$ cat config.mk
export PLATFORM = sky130hd
export DESIGN_NAME = ir_src_pipe_reg_flat
export DESIGN_NICKNAME = d
export VERILOG_FILES = /design/src/rtl/pipe_pkg.sv /design/src/rtl/ir_src_pipe_reg_if.sv /design/src/rtl/sat_counter.sv /design/src/rtl/ir_src_pipe_reg.sv /design/src/flat_wrapper.sv
export SDC_FILE = /design/constraint.sdc
export NUM_CORES = 1
export LEC_CHECK = 0
export CAP_MARGIN = 15
export CORE_MARGIN = 3
export CORE_UTILIZATION = 41
export DETAILED_ROUTE_END_ITERATION = 8
export PLACE_DENSITY = 0.85
export SLEW_MARGIN = 30
export SYNTH_ARGS = -nofsm -noshare
export SYNTH_HDL_FRONTEND = slang
export SYNTH_SLANG_ARGS = --single-unit
$ cat constraint.sdc
create_clock -name clk -period 2.3 [get_ports clk]
set_clock_uncertainty 0.1 [all_clocks]
set_input_delay 0.575 -clock clk [delete_from_list [all_inputs] [get_ports clk]]
set_output_delay 0.575 -clock clk [all_outputs]
set_load 0.05 [all_outputs]
$ cat src/rtl/pipe_pkg.sv
// Shared definitions for the pipeline instruction-source stage: select codes,
// squash state encoding and the default bubble word.
package pipe_pkg;

    localparam logic [1:0] SEL_NORMAL = 2'b00;
    localparam logic [1:0] SEL_NOP    = 2'b01;
    localparam logic [1:0] SEL_BRANCH = 2'b10;
    localparam logic [1:0] SEL_RSVD   = 2'b11;

    localparam int          SQ_CNT_W         = 4;
    localparam int          SQ_CNT_MAX       = (1 << SQ_CNT_W) - 1;
    localparam logic [31:0] DEFAULT_NOP_WORD = 32'h0000_0000;

    typedef enum logic {
        RUN    = 1'b0,
        SQUASH = 1'b1
    } squash_state_e;

endpackage

$ cat src/rtl/ir_src_pipe_reg_if.sv
// Control and data bundle between the issuing pipeline stage and the
// instruction-source register.
interface ir_src_pipe_reg_if #(
    parameter int WIDTH = 32,
    parameter int CNT_W = 16
);
    logic             stall;
    logic             flush;
    logic [1:0]       ir_src_sel;
    logic [WIDTH-1:0] ir_normal;
    logic [WIDTH-1:0] ir_branch;
    logic             in_valid;
    logic [WIDTH-1:0] ir_out;
    logic             ir_valid;
    logic             squashing;
    logic [CNT_W-1:0] bubble_count;

    modport master (
        output stall, flush, ir_src_sel, ir_normal, ir_branch, in_valid,
        input  ir_out, ir_valid, squashing, bubble_count
    );

    modport slave (
        input  stall, flush, ir_src_sel, ir_normal, ir_branch, in_valid,
        output ir_out, ir_valid, squashing, bubble_count
    );
endinterface

$ cat src/rtl/sat_counter.sv
// Saturating up-counter for performance monitoring; sticks at all-ones.
module sat_counter #(
    parameter int W = 16
) (
    input  logic         clk,
    input  logic         rst,
    input  logic         inc,
    input  logic         clr,
    output logic [W-1:0] count
);

    always_ff @(posedge clk or posedge rst) begin
        if (rst) begin
            count <= '0;
        end else if (clr) begin
            count <= '0;
        end else if (inc && (count != {W{1'b1}})) begin
            count <= count + 1'b1;
        end
    end

endmodule

$ cat src/rtl/ir_src_pipe_reg.sv
// Registered instruction-source selector: normal / NOP / branch redirect,
// with stall, flush and automatic squash of wrong-path instructions.
module ir_src_pipe_reg
    import pipe_pkg::*;
#(
    parameter int               WIDTH         = 32,
    parameter logic [WIDTH-1:0] NOP_WORD      = WIDTH'(DEFAULT_NOP_WORD),
    parameter int               SQUASH_CYCLES = 2,
    parameter int               CNT_W         = 16
) (
    input logic               clk,
    input logic               rst,
    ir_src_pipe_reg_if.slave  bus
);

    // The squash counter is only 4 bits wide, so larger squash depths cannot be honoured.
    if (SQUASH_CYCLES < 0 || SQUASH_CYCLES > SQ_CNT_MAX) begin : g_bad_squash_cycles
        $error("ir_src_pipe_reg: SQUASH_CYCLES=%0d out of range 0..%0d",
               SQUASH_CYCLES, SQ_CNT_MAX);
    end

    localparam logic [SQ_CNT_W-1:0] SQ_LOAD = SQ_CNT_W'(SQUASH_CYCLES);
    localparam squash_state_e BRANCH_STATE = (SQUASH_CYCLES > 0) ? SQUASH : RUN;

    squash_state_e       state_q, state_d;
    logic [SQ_CNT_W-1:0] sq_cnt_q, sq_cnt_d;
    logic [WIDTH-1:0]    ir_q, ir_d;
    logic                valid_q, valid_d;
    logic                bubble_inc;

    always_ff @(posedge clk or posedge rst) begin
        if (rst) begin
            state_q  <= RUN;
            sq_cnt_q <= '0;
            ir_q     <= NOP_WORD;
            valid_q  <= 1'b0;
        end else begin
            state_q  <= state_d;
            sq_cnt_q <= sq_cnt_d;
            ir_q     <= ir_d;
            valid_q  <= valid_d;
        end
    end

    always_comb begin
        state_d    = state_q;
        sq_cnt_d   = sq_cnt_q;
        ir_d       = ir_q;
        valid_d    = valid_q;
        bubble_inc = 1'b0;

        if (bus.flush) begin
            state_d    = RUN;
            sq_cnt_d   = '0;
            ir_d       = NOP_WORD;
            valid_d    = 1'b0;
            bubble_inc = 1'b1;
        end else if (!bus.stall) begin
            if (bus.ir_src_sel == SEL_BRANCH) begin
                // A redirect always wins and restarts the squash window.
                state_d  = BRANCH_STATE;
                sq_cnt_d = SQ_LOAD;
                ir_d     = bus.ir_branch;
                valid_d  = 1'b1;
            end else if (state_q == SQUASH) begin
                // Every non-redirect slot in SQUASH is a wrong-path bubble.
                ir_d       = NOP_WORD;
                valid_d    = 1'b0;
                bubble_inc = 1'b1;
                sq_cnt_d   = (sq_cnt_q != '0) ? sq_cnt_q - 1'b1 : '0;
                if (sq_cnt_q <= SQ_CNT_W'(1)) begin
                    state_d = RUN;
                end
            end else if (bus.ir_src_sel == SEL_NORMAL) begin
                ir_d       = bus.ir_normal;
                valid_d    = bus.in_valid;
                bubble_inc = ~bus.in_valid;
            end else begin
                ir_d       = NOP_WORD;
                valid_d    = 1'b0;
                bubble_inc = 1'b1;
            end
        end
    end

    sat_counter #(
        .W (CNT_W)
    ) u_bubble_cnt (
        .clk   (clk),
        .rst   (rst),
        .inc   (bubble_inc),
        .clr   (1'b0),
        .count (bus.bubble_count)
    );

    assign bus.ir_out    = ir_q;
    assign bus.ir_valid  = valid_q;
    assign bus.squashing = (state_q == SQUASH);

endmodule

$ cat src/flat_wrapper.sv
// flat-port wrapper written by rule: the top's interface ports become plain ports
module ir_src_pipe_reg_flat import pipe_pkg::*;
#(
    parameter int               WIDTH         = 32,
    parameter logic [WIDTH-1:0] NOP_WORD      = WIDTH'(DEFAULT_NOP_WORD),
    parameter int               SQUASH_CYCLES = 2,
    parameter int               CNT_W         = 16
)
  (clk, rst, bus_stall, bus_flush, bus_ir_src_sel, bus_ir_normal, bus_ir_branch, bus_in_valid, bus_ir_out, bus_ir_valid, bus_squashing, bus_bubble_count);
  ir_src_pipe_reg_if #(.WIDTH(WIDTH), .CNT_W(CNT_W)) bus_i ();
  input logic clk;
  input logic rst;
  input wire logic [$bits(bus_i.stall)-1:0] bus_stall;
  input wire logic [$bits(bus_i.flush)-1:0] bus_flush;
  input wire logic [$bits(bus_i.ir_src_sel)-1:0] bus_ir_src_sel;
  input wire logic [$bits(bus_i.ir_normal)-1:0] bus_ir_normal;
  input wire logic [$bits(bus_i.ir_branch)-1:0] bus_ir_branch;
  input wire logic [$bits(bus_i.in_valid)-1:0] bus_in_valid;
  output wire logic [$bits(bus_i.ir_out)-1:0] bus_ir_out;
  output wire logic [$bits(bus_i.ir_valid)-1:0] bus_ir_valid;
  output wire logic [$bits(bus_i.squashing)-1:0] bus_squashing;
  output wire logic [$bits(bus_i.bubble_count)-1:0] bus_bubble_count;
  assign bus_i.stall = bus_stall;
  assign bus_i.flush = bus_flush;
  assign bus_i.ir_src_sel = bus_ir_src_sel;
  assign bus_i.ir_normal = bus_ir_normal;
  assign bus_i.ir_branch = bus_ir_branch;
  assign bus_i.in_valid = bus_in_valid;
  assign bus_ir_out = bus_i.ir_out;
  assign bus_ir_valid = bus_i.ir_valid;
  assign bus_squashing = bus_i.squashing;
  assign bus_bubble_count = bus_i.bubble_count;
  ir_src_pipe_reg #(.WIDTH(WIDTH), .NOP_WORD(NOP_WORD), .SQUASH_CYCLES(SQUASH_CYCLES), .CNT_W(CNT_W)) u_core (.clk(clk), .rst(rst), .bus(bus_i));
endmodule
# --- Word-level counts from Yosys, hierarchy flattened ---
# Index checks and enable logic that the tools add are counted.
classes:
  n_addsub: 2
  n_mux: 25
  bitwise_logic: 1
  reduce_logical: 5
  order_cmp: 1
  mul: 0
  n_eq_ne: 3
  n_shift: 0
  div: 0
ops:
  columns: ["operator", "count"]
  rows:
  - ["32-bit two-way mux", 5]
  - ["4-bit two-way mux", 5]
  - ["16-bit by 1-bit adder with 16-bit output, second input constant", 1]
  - ["16-bit != test, second input constant", 1]
  - ["1-bit two-way mux", 15]
  - ["4-bit by 1-bit <= comparator with 1-bit output, second input constant", 1]
  - ["4-bit nonzero test", 1]
  - ["4-bit by 1-bit subtractor with 4-bit output, second input constant", 1]
  - ["3-bit nonzero test", 1]
  - ["2-bit equality test, second input constant", 1]
  - ["2-bit logical NOT", 1]
  - ["2-bit by 1-bit != test with 1-bit output, second input constant", 1]
  - ["2-bit AND reduction", 1]
  - ["1-bit logical AND", 1]
  - ["1-bit NOT", 1]
word_totals:
  latch_bits: 0
  memories: 0
  rom_bits: 0
  ramBits: 0
  elab_cells: 42
  output_inout_bits: 50
  reg_bits: 54

# --- Logic depth before layout (Yosys ltp) ---
logic_depth:
  word_depth: 7
  ltp_mapped: 5
  ltp_nobuf: 5

# --- Hierarchy ---
# From an unflattened synthesis, not the netlist that was laid out.
hier_totals:
  cells_unflattened: 251
  area_unflattened_um2: 2721.4
modules_own_cells:
  columns: ["module", "instances", "area_each_um2", "cells_each"]
  rows:
  - ["ir_src_pipe_reg", 1, 1789.2, 150]
  - ["sat_counter", 1, 932.1, 101]

# --- Worst setup path before layout ---
# OpenSTA, ideal clock, no wires.
synth_timing:
  kind: "reg2reg"
  start: "reg u_core.u_bubble_cnt.count[0]"
  end: "reg u_core.u_bubble_cnt.count[1]"
  path_slack_ns: 0.217
  required_time_ns: 2.075
  period_less_slack_ns: 2.083
  t_arrival_ns: 1.858
  path_buffers: 0
  setup_ns: 0.125
  path_stages_with_launch: 6
  path_cell_list: "dfrtp_1 > ha_1 > nand4_1 > nor4_4 > nor2_2 > mux2_2"
synth_between:
  elab_chain_len: 2
  word_cells_on_any_way: 3
synth_rtl:
  columns: ["item", "line", "rtl"]
  rows:
  - ["from (decl)", "sat_counter.sv:9", "output logic [W-1:0] count"]
  - ["from (signal assigned)", "sat_counter.sv:18", "count <= count + 1'b1;"]
  - ["branches (longest 2 deep; another with 16-bit by 1-bit adder with 16-bit output)", null, null]
# Parallel ways; which one is timed is not known.
# A chain may end at the register's enable or synchronous reset.

# --- Final worst setup path ---
layout_timing:
  start: "reg u_core.u_bubble_cnt.count[14]"
  end: "out bus_bubble_count[14]"
layout_rtl:
  columns: ["item", "line", "rtl"]
  rows:
  - ["to (decl)", "flat_wrapper.sv:22", "output wire logic [$bits(bus_i.bubble_count)-1:0] bus_bubble_count;"]
# No word-level cell between the ends.

==> impl_metrics.csv <==
group,metric,value,unit
worst_setup_path,critical_path_class,"register to primary output",
logic_synthesis,syn_area,2490,µm²
cts,cts_sinks,54,
placement,dpl_cell_area,3880,µm²
sta,setup_ws,0.0571,ns
power_and_ir_drop,peakVddDrop,0.717,mV
layout,layout.cells.non_filler,425,
min_path,min_from,"u_core.bus.ir_out[23]",
logic_synthesis,ys_types,38,
layout,stdcell_area,3980,µm²
drt,drtIter0Drc,259,
layout,multi_input_area,986,µm²
floorplanning,die_w,84.0,µm
sta,slew_violations,0,
run,maxCapViolations,0,
layout,final-seq-area,1350,µm²
power_and_ir_drop,p_per_area,724,nW/µm²
layout,drive_above_1_share,12.2,%
floorplanning,io_pins,121,
floorplanning,die_h,84.0,µm
drt,drc,0,
floorplanning,initial_utilization,43.7,%
logic_synthesis,synth_top_area_share,54.2,%
worst_setup_path,cp-end-kind,"primary output",
min_path,min_delay_path_depth,2,
global_routing,grt_pass1_vias,2470,
cts,insertion_delay,0.30,ns
min_path,holdCritPathClass,"register to register",
logic_synthesis,synthTopCellsByArea,"dfrtp_1, a222oi_1, inv_1, xor2_1, clkbuf_1",
layout,synthToLayoutAreaGrowth,59.7,%
sta,min_period,2.24,ns
power_and_ir_drop,total_power,2.88,mW
layout,n_fill_cell,450,
logic_synthesis,yosysSeqAreaShare,54.2,%
global_routing,grt_overflow,0,
drt,route.vias.total,2409,
logic_synthesis,ys_ff_latch,54,
worst_setup_path,cp_cell_sequence,"clkdlybuf4s50_1",
sta,hold_viol,0,
placement,dp_cells,417,
worst_setup_path,cp_top_family,"buffers and inverters",
drt,first_pass_iters,9,
logic_synthesis,synth_nets,296,
sta,slew_headroom,64.3,%
worst_setup_path,ff2ff_path_depth,5,
cts,clkTransAtPathRegs,0.09,ns
logic_synthesis,syn_area_per_cell,11.1,µm²
global_routing,track_usage,21.0,%
min_path,hold_end,"u_core.bus.ir_out[23]",
worst_setup_path,arrival,1.57,ns
drt,drtAntennaViolNets,0,
outcome,status,"finished, final reports clean",
logic_synthesis,synth_cells,224,
sta,setup_viol,0,
cts,cts_hold_buf,0,
placement,gp_congestion,0.829,
layout,fin_nets,425,
worst_setup_path,cp.required,1.62,ns
global_routing,antenna_found_initial,0,
worst_setup_path,crit-reg2reg-capture,"u_core.u_bubble_cnt.count[1]",
sta,fin_crit_sh,97.5,%
layout,diodes,0,
floorplanning,core_area,5710,µm²
sta,fin_worst_hold_slack,0.401,ns
placement,place_hpwl,5410,µm
drt,routed_via_density,5.67,
cts,htree_levels,2,
worst_setup_path,r2r-start,"u_core.u_bubble_cnt.count[0]",
global_routing,grt_max_degree,31,
worst_setup_path,slowest_delay,0.83,ns
logic_synthesis,netlist.top_cell.by_area,"dfrtp_1",
worst_setup_path,cpMaxStageDelayCell,"clkdlybuf4s50_1",
floorplanning,row_count,27,
worst_setup_path,r2r_slack,0.41,ns
placement,portBuffers,120,
worst_setup_path,crit_path_start_kind,"register",
floorplanning,die_area,7050,µm²
global_routing,grt_pass1_wl,12000,µm
sta,rsz0062_at_grt,"no",
power_and_ir_drop,power_leakage,1.89,nW
drt,routed_wl,7220,µm
cts,clockRootBuffer,"clkbuf_8",
drt,wl_per_cell,17.0,µm
cts,cts_tree,"done",
sta,worst_pin_slew,0.535,ns
worst_setup_path,critPathBufInv,1,
worst_setup_path,cp_max_fo,5,
logic_synthesis,yosysWarnings,0,
worst_setup_path,cp-startpoint,"u_core.u_bubble_cnt.count[14]",
sta,final.setup.tns,0,ns
cts,cts_buffers,5,
layout,fin_util,69.7,%
sta,max_freq,446,MHz
placement,preCtsSetupSlack,-0.216,ns
cts,clk_path_buf_depth,2,
-- state kept, by name, summed over array words and instances, names as in the netlist --
| name | count |
|---|---|
| u_core.bus.ir_valid | 1 |
| u_core.u_bubble_cnt.count | 16 |
| u_core.bus.ir_out | 32 |
| u_core.sq_cnt_q | 4 |
| u_core.bus.squashing | 1 |
-- area by class of cell --
| class | instances | area share (%) |
|---|---|---|
| clock buffers | 5 | 1.73 |
| clock inverters | 2 | 0.251 |
| inverters | 33 | 3.11 |
| multi-input cells | 125 | 24.8 |
| flip-flops and latches | 54 | 33.9 |
| well taps | 72 | 2.26 |
| repair buffers | 134 | 33.9 |
-- timing repair --
action | in CTS | in global routing
buffers inserted | 0 | 1
setup endpoints to repair | 0 | 4
resized for setup | 0 | 2
-- tightest hold or removal path, delay by kind of cell (launching register included) --
| kind | cells | cell delay (ns) |
|---|---|---|
| DFF | 1 | 0.35 |
| buffers and inverters | 1 | 0.05 |
| AOI/OAI and AO/OA | 1 | 0.07 |
-- power breakdown --
part	internal (mW)	total, mW	switching (mW)
clock	0.205	0.502	0.296
sequential	1.07	1.25	0.174
combinational	0.444	1.13	0.688
-- worst max-delay path by stage --
stage | to | slack, ns | cells past startpoint
6_report | bus_bubble_count[14] | 0.06 | 1
5_1_grt | bus_bubble_count[0] | 0.006 | 1
4_1_cts | bus_bubble_count[3] | 0.008 | 1
3_5_place_dp | u_core.u_bubble_cnt.count[14] | -0.22 | 5
3_3_place_gp | u_core.u_bubble_cnt.count[14] | -0.19 | 5
2_1_floorplan | u_core.u_bubble_cnt.count[1] | 0.22 | 5
-- cell usage after synthesis --
cell type,count
a21bo_2,1
nand3_1,6
a2bb2oi_1,1
nor3_1,6
and4_1,2
mux2_2,3
and3_1,1
xor2_1,11
o32a_1,1
clkbuf_1,10
dfrtp_1,54
or3_1,4
a222oi_1,30
nor4b_2,1
a21oi_1,4
nor4_4,1
nand4_1,2
inv_2,1
inv_1,32
ha_1,1
a22oi_1,2
o21ai_0,5
a32o_1,2
a221oi_4,1
a211oi_1,1
nand2b_1,5
nor2b_1,2
nor4b_1,2
and2_1,1
nand2_1,9
nor3b_1,2
buf_2,2
nor2_2,1
nor2_1,8
a21o_1,1
o21a_1,1
nor4_1,6
nand4_4,1
-- kinds of logic (layout without fill, tap and decap cells) --
kind of cell    after synthesis  count (layout)  share of synthesized area [%]
mux                           3               3                           1.36
xor+xnor                     11              11                           3.87
fa+ha+maj                     1               1                          0.502
flops                        54              54                           54.2
compound gates               50              50                           18.4
simple gates                 60              60                           14.8
buf+inv                      45             174                           6.88
-- routing by layer --
| layer | up-vias | track usage (%) | routed length (µm) |
|---|---|---|---|
| met5 | - | 0 | 0 |
| met3 | 6 | 4.94 | 487 |
| met1 | 1209 | 25.2 | 2760 |
| met4 | 0 | 6.58 | 87 |
| met2 | 99 | 37.1 | 3890 |
| li1 | 1095 | - | - |
-- cells in the final DEF (no fill, tap or decap), drive strengths merged, types with 3 or more instances in the layout --
master         instances
or3                    4
a222oi                30
buf                   23
xor2                  11
a21oi                  4
nor2                   9
nand2                  9
inv                   33
nand2b                 5
nand4                  3
nor3                   6
nor4                   7
clkdlybuf4s50        109
dfrtp                 54
nand3                  6
nor4b                  3
mux2                   3
clkbuf                 5
o21ai                  5
Power figures use the tool's default switching activity.
